[src/rtl/instruction_fetch_pkg.sv]
// instruction_fetch_pkg: fetch FSM state encoding and reset defaults shared by the fetch unit
package instruction_fetch_pkg;
  typedef enum logic [1:0] {
    FETCH   = 2'd0,
    MEMWAIT = 2'd1,
    LOAD    = 2'd2,
    EXEC    = 2'd3
  } state_e;
  localparam logic [15:0] RESET_PC_DEFAULT = 16'h0000;
  localparam logic [15:0] NOP_WORD_DEFAULT = 16'h0000;
endpackage

[src/rtl/instruction_fetch_if.sv]
// instruction_fetch_if: memory, datapath and decoder signals of the fetch unit
interface instruction_fetch_if;
  logic [15:0] mem_addr;
  logic        mem_rd_en;
  logic [15:0] mem_rdata;
  logic        stall;
  logic        exec_done;
  logic        branch_taken;
  logic [15:0] branch_target;
  logic [15:0] instruction;
  logic        instr_valid;
  logic [15:0] pc;
  logic [15:0] pc_plus1;
  logic        executing;
  modport master (
    output mem_addr, mem_rd_en, instruction, instr_valid, pc, pc_plus1, executing,
    input  mem_rdata, stall, exec_done, branch_taken, branch_target
  );
  modport slave (
    input  mem_addr, mem_rd_en, instruction, instr_valid, pc, pc_plus1, executing,
    output mem_rdata, stall, exec_done, branch_taken, branch_target
  );
endinterface

[src/rtl/instruction_fetch_program_counter.sv]
// program_counter: pc register with branch load and wrapping increment
module program_counter
  import instruction_fetch_pkg::*;
#(
  parameter logic [15:0] RESET_PC = RESET_PC_DEFAULT
) (
  input  logic        clk,
  input  logic        reset,
  input  logic        load_en,
  input  logic        inc_en,
  input  logic [15:0] target,
  output logic [15:0] pc,
  output logic [15:0] pc_plus1
);
  logic [15:0] pc_d, pc_q;
  // branch load has priority over increment; otherwise hold
  always_comb pc_d = load_en ? target : inc_en ? pc_plus1 : pc_q;
  // pc register, synchronous active-low reset
  always_ff @(posedge clk)
    if (!reset) pc_q <= RESET_PC;
    else pc_q <= pc_d;
  assign pc       = pc_q;
  assign pc_plus1 = pc_q + 16'd1;
endmodule

[src/rtl/instruction_fetch.sv]
// instruction_fetch: four-state fetch FSM driving the program counter and instruction register
module instruction_fetch
  import instruction_fetch_pkg::*;
#(
  parameter logic [15:0] RESET_PC = RESET_PC_DEFAULT,
  parameter logic [15:0] NOP_WORD = NOP_WORD_DEFAULT
) (
  input  logic                 clk,
  input  logic                 reset,
  instruction_fetch_if.master  bus
);
  state_e      state_q, state_d;
  logic [15:0] ir_q, ir_d;
  logic        load_en, inc_en;
  logic [15:0] pc, pc_plus1;
  program_counter #(.RESET_PC(RESET_PC)) u_pc (
    .clk      (clk),
    .reset    (reset),
    .load_en  (load_en),
    .inc_en   (inc_en),
    .target   (bus.branch_target),
    .pc       (pc),
    .pc_plus1 (pc_plus1)
  );
  // state register
  always_ff @(posedge clk)
    if (!reset) state_q <= FETCH;
    else state_q <= state_d;
  // instruction register; reset drops any read still in flight
  always_ff @(posedge clk)
    if (!reset) ir_q <= NOP_WORD;
    else ir_q <= ir_d;
  // next state: stall only matters in FETCH, exec_done only in EXEC
  always_comb begin
    state_d = state_q;
    case (state_q)
      FETCH:   state_d = bus.stall ? FETCH : MEMWAIT;
      MEMWAIT: state_d = LOAD;
      LOAD:    state_d = EXEC;
      EXEC:    state_d = bus.exec_done ? FETCH : EXEC;
    endcase
  end
  // outputs; read data is only valid in MEMWAIT, so IR captures it there and shows it while instr_valid pulses in LOAD
  always_comb begin
    ir_d            = state_q == MEMWAIT ? bus.mem_rdata : ir_q;
    load_en         = state_q == EXEC && bus.exec_done && bus.branch_taken;
    inc_en          = state_q == EXEC && bus.exec_done && !bus.branch_taken;
    bus.mem_rd_en   = reset && state_q == FETCH && !bus.stall;
    bus.instr_valid = state_q == LOAD;
    bus.executing   = state_q == EXEC;
  end
  assign bus.mem_addr    = pc;
  assign bus.pc          = pc;
  assign bus.pc_plus1    = pc_plus1;
  assign bus.instruction = ir_q;
endmodule

[src/flat_wrapper.sv]
// flat-port wrapper written by rule: the top's interface ports become plain ports
module instruction_fetch_flat import instruction_fetch_pkg::*;
#(
  parameter logic [15:0] RESET_PC = RESET_PC_DEFAULT,
  parameter logic [15:0] NOP_WORD = NOP_WORD_DEFAULT
)
  (clk, reset, bus_mem_addr, bus_mem_rd_en, bus_instruction, bus_instr_valid, bus_pc, bus_pc_plus1, bus_executing, bus_mem_rdata, bus_stall, bus_exec_done, bus_branch_taken, bus_branch_target);
  instruction_fetch_if bus_i ();
  input  logic clk;
  input  logic reset;
  output wire logic [$bits(bus_i.mem_addr)-1:0] bus_mem_addr;
  output wire logic [$bits(bus_i.mem_rd_en)-1:0] bus_mem_rd_en;
  output wire logic [$bits(bus_i.instruction)-1:0] bus_instruction;
  output wire logic [$bits(bus_i.instr_valid)-1:0] bus_instr_valid;
  output wire logic [$bits(bus_i.pc)-1:0] bus_pc;
  output wire logic [$bits(bus_i.pc_plus1)-1:0] bus_pc_plus1;
  output wire logic [$bits(bus_i.executing)-1:0] bus_executing;
  input wire logic [$bits(bus_i.mem_rdata)-1:0] bus_mem_rdata;
  input wire logic [$bits(bus_i.stall)-1:0] bus_stall;
  input wire logic [$bits(bus_i.exec_done)-1:0] bus_exec_done;
  input wire logic [$bits(bus_i.branch_taken)-1:0] bus_branch_taken;
  input wire logic [$bits(bus_i.branch_target)-1:0] bus_branch_target;
  assign bus_mem_addr = bus_i.mem_addr;
  assign bus_mem_rd_en = bus_i.mem_rd_en;
  assign bus_instruction = bus_i.instruction;
  assign bus_instr_valid = bus_i.instr_valid;
  assign bus_pc = bus_i.pc;
  assign bus_pc_plus1 = bus_i.pc_plus1;
  assign bus_executing = bus_i.executing;
  assign bus_i.mem_rdata = bus_mem_rdata;
  assign bus_i.stall = bus_stall;
  assign bus_i.exec_done = bus_exec_done;
  assign bus_i.branch_taken = bus_branch_taken;
  assign bus_i.branch_target = bus_branch_target;
  instruction_fetch #(.RESET_PC(RESET_PC), .NOP_WORD(NOP_WORD)) u_core (.clk(clk), .reset(reset), .bus(bus_i));
endmodule
[config.mk]
export PLATFORM = sky130hd
export DESIGN_NAME = instruction_fetch_flat
export DESIGN_NICKNAME = d
export VERILOG_FILES = /design/src/rtl/instruction_fetch_pkg.sv /design/src/rtl/instruction_fetch_if.sv /design/src/rtl/instruction_fetch_program_counter.sv /design/src/rtl/instruction_fetch.sv /design/src/flat_wrapper.sv
export SDC_FILE = /design/constraint.sdc
export NUM_CORES = 1
export LEC_CHECK = 0
export BUFFER_PORTS_ARGS = -buffer_cell sky130_fd_sc_hd__buf_2
export CAP_MARGIN = 20
export CORE_UTILIZATION = 49
export DETAILED_ROUTE_END_ITERATION = 7
export HOLD_SLACK_MARGIN = 0.1
export PLACE_DENSITY_LB_ADDON = 0.25
export SYNTH_ARGS = -nofsm -noshare
export SYNTH_HDL_FRONTEND = slang
export SYNTH_HIERARCHICAL = 1
export SYNTH_SLANG_ARGS = --single-unit
[constraint.sdc]
create_clock -name clk -period 3.8 [get_ports clk]
set_clock_uncertainty 0.1 [all_clocks]
set_input_delay 0.57 -clock clk [delete_from_list [all_inputs] [get_ports clk]]
set_output_delay 0.57 -clock clk [all_outputs]
set_load 0.05 [all_outputs]
* Word-level counts from Yosys, hierarchy flattened *
Cells that the tools add are included.

storage, ports and cells
  memories kept = 0
  memory bits (writable) = 0
  register bits after elaboration = 34
  input port bits = 37
  latch bits = 0
  bits in read-only memories = 0
  output and inout bits = 67

operators by class
  add/sub/neg operators = 1
  shift operators = 0
  multiply operators = 0
  eq/ne operators = 3
  div/mod/pow operators = 0
  bitwise logic cells = 0
  reduce and logical (&&, ||, !) cells = 9
  muxes and demuxes = 5
  magnitude comparators = 0

operators with widths
  operator               count
  $mux 16                2
  $add 16x1->16 const B  1
  $pmux 2 s4             1
  $logic_and 1x1->1      5
  $eq 2x2->1 const B     2
  $eq 2x1->1 const B     1
  $logic_not 1->1        2
  $logic_not 2->1        1
  $mux 2                 1
  $reduce_bool 2->1      1
  $mux 1                 1

* Depth between registers and ports, before layout *
Gate-level depths: netlist of run 1.

  depth after elaboration = 5
  gate-level depth with buffers = 7
  gate-level depth less buffers = 6

* Cells and area by module *
The synthesis of run 1 kept the hierarchy.

modules (own cells, without submodules)
  module             seq. area each (sq um)  area an instance (sq um)  cells an instance  instances
  program_counter    320.3                   1166.1                    144                1
  instruction_fetch  360.3                   898.4                     101                1

* Least setup slack after synthesis of run 1 *
Ideal clock, no wire load.

  kind = register -> output
  start = reg u_core.u_pc.pc_q[1] (netlist: u_core/u_pc/pc[1])
  end = out bus_pc_plus1[14]
  arrival time = 2.483 ns
  path slack = 0.647 ns
  cell stages (with the launch flop) = 7
  cell sequence = dfxtp_1 > ha_1 > clkbuf_8 > nand3_1 > or3_4 > nor2_1 > xor2_1

between the ends
  cells in the longest elaborated chain, start to end = 1

ends and longest elaborated chain
  element                 line                                     text
  from (decl)             instruction_fetch_program_counter.sv:15  logic [15:0] pc_d, pc_q;
  from (signal assigned)  instruction_fetch_program_counter.sv:21  else pc_q <= pc_d;
  $add 16x1->16           instruction_fetch_program_counter.sv:23  assign pc_plus1 = pc_q + 16'd1;
  to (decl)               flat_wrapper.sv:16                       output wire logic [$bits(bus_i.pc_plus1)-1:0] bus_pc_plus1;

No other way between the ends.

* Worst setup path after layout of run 1 *
  start = reg u_core.u_pc.pc_q[0] (netlist: u_core/u_pc/pc[0])
  end = out bus_pc_plus1[14]

The elaborated chain is that of the path after synthesis.

==> results.md, run 1 <==
- Critical hold path startpoint: u_core/bus.instruction[4]
- Nets: about 360
- Core Rows: 23
- Vias in the first global route: between 1,500 and 2,000
- Slew Limit Fails: 0
- DR WL/cell: ~12 microns
- Setup tns final: 0 ps
- Post-synthesis sequential area ratio: 33.0%
- # clock sinks: 34
- GRT Total Usage: around 20%
- DRC Markers: 0
- Post-synthesis cell area: ~2100 sq um
- H-tree Lvls: 2
- Distinct cells, synth: 33
- Syn nets: between 200 and 300
- PD cells: between 300 and 400 nW/um^2
- CP max-delay cell: dfxtp_1
- Fmax: roughly 0.34 GHz
- Final Wtd Congestion: 0.767
- XOR/XNOR share of the synthesized area: 12.3%
- Total CTS buffers: 5
- Diodes inserted: 0
- GRT overflow: 0
- Via count: 1,823
- CORE AREA: slightly above 4000 sq um
- Worst R2R Start: u_core/state_q[1]
- Area share of and/or/nand/nor cells after synthesis: 24.7%
- Routed wire length: 4350 microns
- Synthesized area per cell: roughly 8.4 sq um
- Crit start category: flop
- Max-cap violation count: 0
- Yosys warnings: 6
- Critical path endpoint category: output port
- Cell family with most CP delay: simple AND/OR/NAND/NOR gates
- Critical path required time: approximately 3100 ps
- Detail Route Antenna Nets: 0
- Drt initial violations: 80
- Area grow syn2layout: 22.1%
- Pleak: about 0.0012 uW
- Starting density of the core: roughly 51%
- Layout cells sized above 1: 37.9%
- Status: finished, final reports clean
- First-pass GRT wire length: approximately 6800 microns
- Largest net degree at the start of global routing: 53
- Die area: between 4000 and 5000 sq um
- Buf+Inv Stages, Crit Path: 1
- Die Ht: 66.9 microns
- Final Hold Viols: 0
- Adder-Cell Fraction of Synth Area: less than 1%
- Syn Inst Count: 245
- DRT Pass-1 Iters: 4
- Crit path DAT: ~2300 ps
- Post-CTS repair timing setup buffer count: 0
- Final Setup Violations: 0
- Mux contribution to synthesized area: roughly 8.2%
- Die X: 66.9 microns
- Clock Latency Late Sink: between 200 and 300 ps
- Critical Path, Cell by Cell: ha_1 > nand3_1 > or3_4 > nor2_1 > xor2_1 > buf_2
- I/O Pins: 104
- Critical Path Fanout Max: 10
- CTS root buf: clkbuf_8
- Worst vdd ir: 0.223 mV
- CTS resizes: 0
- Reg clk slew, reported paths: around 70 ps
- Total power: around 980 uW
- Antenna violations before repair: 0
- Clock period minus final worst setup slack: between 2000 and 3000 ps
- Hold Path Class: flop to flop
- #FFs+latches synth: 34
- Max-slew headroom: ~32%
- Port bufs: between 100 and 150
- CTS tree: yes
- Largest family of logic cells by synthesized area: simple AND/OR/NAND/NOR gates
- Unrepaired setup endpoints after global routing: false
- CP Class: flop to output port
- Core Util, Final: 62.6%
- Post-DP HPWL: 3100 microns
- Largest stage delay, worst path: 550 ps
- Hold_buf cts: 0
- Post-synthesis compound-gate area fraction: ~7.5%
- CTS Buffer Depth: 2
- Crit path launch: u_core/u_pc/pc[0]
- Least-Margin Pin Slew: a little over 1000 ps
- Vias/cell: between 4 and 5
- Final period util: between 70 and 80%
## worst register-to-register path, delay by kind of cell, from the launching register on
kind | cells | cell delay [ps]
AOI/OAI and AO/OA | 1 | 80
DFF | 1 | 450
xor gates and xnor gates | 1 | 160
and+or+nand+nor | 4 | 1290
## flip-flops by register name (all words and copies together), names as in the netlist
register and count:
u_core/bus.instruction 16, u_core/state_q 2, u_core/u_pc/pc 16
## report_power, final
group / internal [uW] / switching (uW) / total (uW) / leakage (uW)
clock network: 263 / 136 / 399 / 0.0000683
logic: 57.2 / 134 / 191 / 0.000862
registers: 376 / 17.7 / 393 / 0.000276
## placed cells by master, fill, tap and decap left out, types with 4 or more instances in the layout
master,synthesis,final
buf_2,7,103
nand2_1,43,43
dfxtp_1,34,34
o21ai_0,18,18
mux2i_1,17,17
xnor2_1,17,17
a21oi_1,13,13
xor2_1,12,12
nor2_1,9,9
nand3_1,7,7
nand4_1,6,6
clkbuf_8,3,5
nor4_1,5,5
nor3_1,5,5
inv_1,4,4
and2_1,4,4
## cell type report
cell class,instances,area (sq um)
clock inverter,3,68.8
clock buffer,5,68.8
multi-input combinational,172,1100
fill,379,1510
timing repair buffer,104,523
sequential,34,681
inverter,4,15.0
tap,50,62.6
## final timing paths
path | depth (start not counted) | slack [ps] | to
min | 2 | 350 | u_core/bus.instruction[4]
max | 6 | 850 | bus_pc_plus1[14]
min reg2reg | 2 | 350 | u_core/bus.instruction[4]
max reg2reg | 6 | 1570 | u_core/u_pc/pc[11]
## metrics by stage
step                hold slack (ps)  cell area (sq um)  worst slack, ps  std cells
detailed placement              347               2380             1160        364
global placement                341               2380             1240        364
CTS                             358               2520              842        372
global route                    379               2520              696        372
finish                          354               2520              854        372
floorplan                       430               2060              647        245
## cells by family after synthesis
group | after synthesis
simple gates | 94
buf+inv | 39
flops | 34
compound gates | 31
xor+xnor | 29
mux | 17
fa+ha+maj | 1
## synthesized netlist by cell type, drive strengths merged
cell type,count,area share (%)
nor3,5,1.2
nand2,43,7.8
ha,1,0.61
and3,2,0.61
xor2,12,5.1
nand4,7,2.8
mux2i,17,8.2
xnor2,17,7.2
or3,1,0.55
nand2b,1,0.30
clkbuf,8,3.0
nand3b,1,0.36
and2,5,1.6
nor2,9,1.6
and2b,2,0.85
nand3,9,3.4
buf,27,9.9
inv,4,0.73
nor4b,1,0.42
o21ai,18,4.4
dfxtp,34,33
nor4,7,2.7
a21oi,13,3.2
nor2b,1,0.42
## layer usage
layer / routed length [microns] / global-route usage, % / vias up
met2: 2050 / 35.1 / 67
li1: - / - / 954
met5: 0 / 0 / -
met3: 323 / 5.31 / 5
met1: 1950 / 22.6 / 797
met4: 37 / 5.59 / 0
No activity file was read; power rests on OpenSTA's default activity.
==> inputs of run 2 (changes only) <==
Settings changed: CORE_UTILIZATION 49 to 41.
Clock period 3.8 ns to 2.45 ns, I/O delays scaled along.
==> results.md, run 2 (same netlist as run 1, synthesis figures left out) <==
- GRT Total Usage: between 10% and 20%
- CTS tree: yes
- Max-cap violation count: 0
- Diodes inserted: 0
- Final Non-Filler Cells: between 300 and 400
- Reg2reg path depth: 6
- Reg clk slew, reported paths: ~80 ps
- Final Setup Violations: 0
- DRC Markers: 0
- Critical path endpoint category: output port
- Post-CTS repair timing setup buffer count: 0
- Routed wire length: between 4000 and 5000 microns
- Hold Path Class: input pin to flop
- Final Wtd Congestion: between 0.7 and 0.8
- PD cells: ~570 nW/um^2
- Slew Limit Fails: 0
- Worst vdd ir: slightly above 0.4 mV
- Hold-critical path endpoint: u_core/state_q[1]
- CTS root buf: clkbuf_8
- DR WL/cell: around 12 microns
- Total power: 1550 uW
- CP Class: flop to output port
- Fillers: 470
- Vias/cell: 4.76
- CTS Buffer Depth: 2
- Area grow syn2layout: 32.4%
- Max-slew headroom: 56.6%
- Core Rows: 25
- Commonest non-fill, non-tap cell in the layout: buf_2
- Critical hold path startpoint: bus_exec_done
- GRT overflow: 0
- Placed Cells: approximately 400
- DRT Pass-1 Iters: 4
- Post-DP HPWL: about 3500 microns
- Least-Margin Pin Slew: 650 ps
- Pre-CTS setup slack: approximately 220 ps
- Drt initial violations: between 90 and 100
- I/O Pins: ~100
- Most frequent cells in the layout: buf_2, nand2_1, dfxtp_1, o21ai_0, mux2i_1
- CORE AREA: about 4800 sq um
- Hold-critical path depth: 2
- Design Area, Final: 2730 sq um
- Clock period minus final worst setup slack: about 2400 ps
- Die area: between 5000 and 6000 sq um
- Largest net degree at the start of global routing: 52
- Status: finished, final reports clean
- Die Ht: approximately 73 microns
- Final Hold Viols: 0
- Clock Latency Late Sink: roughly 290 ps
- Critical path required time: 1980 ps
- Port bufs: 103
- # clock sinks: 34
- Area after DPL: between 2000 and 3000 sq um
- Hold_buf cts: 0
- Layout cells sized above 1: a little under half
- Worst R2R Start: u_core/state_q[1]
- Crit path DAT: approximately 1900 ps
- Final period util: 96.3%
- Total CTS buffers: 5
- Hold WS: ~180 ps
- Pleak: between 0.001 and 0.0015 uW
- Fmax: approximately 0.42 GHz
- Reg-to-reg endpoint: u_core/u_pc/pc[11]
- Starting density of the core: 43.1%
- CTS resizes: 3
- Die X: roughly 73 microns
- Crit start category: flop
- R2R Setup Slk: 440 ps
- First-pass GRT wire length: 7640 microns
- Nets: 368
- H-tree Lvls: 2
- Vias in the first global route: roughly 1,800
- Via count: about 1,900
- Detail Route Antenna Nets: 0
- Unrepaired setup endpoints after global routing: true
- Worst setup margin: 90.8 ps
- Antenna violations before repair: 0
- Critical Path Fanout Max: 13
[run 2: worst max-delay path: stages (launching register included)]
cell	delay [ps]
dfxtp_2	430
nand3_4	180
or3_4	450
nor2_2	190
xor2_4	140
buf_4	200
[run 2: through the flow]
step	util [%]	TNS, ps
6_report	57.1	0
5_1_grt	57.1	-3.18
4_1_cts	56.8	0
3_5_place_dp	53.8	0
3_3_place_gp	53.8	0
2_1_floorplan	-	-30.6
[run 2: worst max path at each step]
stage                           start               end  slack, ps  depth (start not counted)
floorplan           u_core/u_pc/pc[1]  bus_pc_plus1[14]        -30                          6
global placement    u_core/u_pc/pc[2]  bus_pc_plus1[12]        260                          5
detailed placement  u_core/u_pc/pc[2]  bus_pc_plus1[12]        220                          5
CTS                 u_core/u_pc/pc[2]  bus_pc_plus1[14]         30                          5
global route        u_core/u_pc/pc[3]  bus_pc_plus1[12]         -3                          5
finish              u_core/u_pc/pc[3]  bus_pc_plus1[12]         90                          5
[run 2: final cells by class]
class                           instances  area [sq um]  area share [%]
Clock buffer                            5          68.8            2.52
Clock inverter                          3          68.8            2.52
Inverter                                4          15.0           0.549
Multi-Input combinational cell        172          1200            44.0
Sequential cell                        34           698            25.5
Tap cell                               67          83.8            3.07
Timing Repair Buffer                  113           596            21.8
[run 2: report_power, final]
part           switching [uW]  total (uW)  internal [uW]  leakage [uW]
clock network             228         636            408     0.0000683
logic                     213         307           94.5      0.000929
registers                26.7         609            582      0.000283
total                     468        1550           1080       0.00128
[run 2: layer usage]
metal / vias to the layer above / part of all wire, % / routed length (microns) / GRT usage (%)
met1: 847 / 45 / 2170 / 22.0
met4: 0 / 1.4 / 67 / 6.54
li1: 972 / - / - / -
met3: 6 / 7.5 / 355 / 6.08
met2: 70 / 46 / 2180 / 31.8
met5: - / 0 / 0 / 0
==> inputs of run 3 (changes only) <==
Clock period 2.45 ns to 1.95 ns, I/O delays scaled along.
==> results.md, run 3 (same netlist as run 1, synthesis figures left out) <==
- Layout cells sized above 1: 54.9%
- Routed wire length: about 5200 microns
- Antenna violations before repair: 0
- Slew Limit Fails: 0
- Critical Path Fanout Max: 3
- Core Rows: 25
- Setup tns final: -1030 ps
- Die area: between 5000 and 6000 sq um
- Unrepaired setup endpoints after global routing: true
- Largest net degree at the start of global routing: 52
- GRT overflow: 0
- Worst setup margin: -193 ps
- Post-DP HPWL: approximately 3700 microns
- Final period util: 110%
- Area after DPL: between 2000 and 3000 sq um
- Least-Margin Pin Slew: around 450 ps
- Status: finished with violations
- H-tree Lvls: 2
- CTS Buffer Depth: 2
- Starting density of the core: between 40% and 50%
- CTS tree: yes
- Worst vdd ir: between 0.5 and 0.6 mV
- # clock sinks: 34
- CTS root buf: clkbuf_8
- Crit path DAT: 1750 ps
- Pleak: about 0.0015 uW
- Total power: around 1800 uW
- Fmax: ~0.47 GHz
- Most frequent cells in the layout: buf_2, nand2_1, buf_4, dfxtp_1, o21ai_0
- Drt initial violations: between 70 and 80
- Critical path endpoint category: output port
- Total CTS buffers: 5
- Port bufs: between 100 and 150
- Final Wtd Congestion: 0.809
- DRT Pass-1 Iters: 4
- Hold_buf cts: 0
- Hold Path Class: input pin to flop
- Vias/cell: roughly 4.7
- Final Hold Viols: 0
- Critical path required time: approximately 1600 ps
- DRC Markers: 0
- Clock Latency Late Sink: approximately 280 ps
- Design Area, Final: roughly 3200 sq um
- Commonest non-fill, non-tap cell in the layout: buf_2
- I/O Pins: about 100
- GRT Total Usage: ~20%
- Nets: between 300 and 400
- Detail Route Antenna Nets: 0
- Crit start category: flop
- First-pass GRT wire length: about 8400 microns
- Final Setup Violations: 9
- Max-cap violation count: 0
- PD cells: ~550 nW/um^2
- Failing checks: negative setup slack
- Clock period minus final worst setup slack: around 2100 ps
- Diodes inserted: 0
- Max-slew headroom: between 60% and 70%
- CP Class: flop to output port
- Reg clk slew, reported paths: roughly 70 ps
- Area grow syn2layout: 55.0%
- Die Ht: between 70 and 80 microns
- Die X: 73.0 microns
- Vias in the first global route: between 1,500 and 2,000
- CORE AREA: around 4800 sq um
- Via count: 2,004
- DR WL/cell: approximately 12 microns
-- run 3: cell count changes in the layout (fill, tap and decap cells not counted), sizes merged --
cell and delta:
buf +25, bufinv -2, clkbuf +3, clkinv -1, inv +1
-- run 3: worst max-delay path, cell delays in order (launching register included) --
cell	delay, ps
dfxtp_4	360
ha_4	140
nand3_2	70
or3_4	370
nor2_4	100
buf_6	120
xor2_4	140
buf_6	170
-- run 3: metal layers --
| metal | share of wire [%] | routed length, microns | GRT usage, % | up-vias |
|---|---|---|---|---|
| li1 | - | - | - | 1025 |
| met1 | 43 | 2280 | 24.2 | 908 |
| met2 | 49 | 2590 | 35.7 | 65 |
| met3 | 5.9 | 309 | 5.39 | 6 |
| met4 | 1.2 | 63 | 6.54 | 0 |
| met5 | 0 | 0 | 0 | - |
-- run 3: area by class of cell --
cell class	count	area, sq um
Multi-Input combinational cell	172	1390
Clock inverter	1	6.26
Inverter	4	15.0
Sequential cell	34	729
Fill cell	388	1590
Timing Repair Buffer	139	877
Clock buffer	7	97.6
Tap cell	67	83.8
-- run 3: path summary, 6_finish.rpt --
check	startpoint	end	slack, ps	cells past startpoint
setup / recovery	u_core/u_pc/pc[0]	bus_pc_plus1[14]	-190	7
hold / removal	bus_exec_done	u_core/state_q[1]	120	2
setup reg to reg	u_core/u_pc/pc[0]	u_core/u_pc/pc[13]	150	8
hold reg to reg	u_core/bus.instruction[10]	u_core/bus.instruction[10]	360	2
-- run 3: power breakdown --
part	internal [uW]	switching, uW	total [uW]
Sequential	719	26.5	745
Combinational	139	281	420
Clock	331	261	591
-- run 3: through the flow --
step                std cells  hold slack (ps)  worst slack, ps  util, %
floorplan                 245              282             -287        -
global placement          409              339             18.3     61.0
detailed placement        409              346            -2.67     61.0
CTS                       420              108             -208     65.8
global route              424              119             -259     66.8
finish                    424              119             -193     66.8
-- run 3: what timing repair did --
item / in CTS / in global routing
resized for setup: 31 / 7
pin swaps: 8 / 9
setup endpoints to repair: 11 / 11
setup buffers: 3 / 4
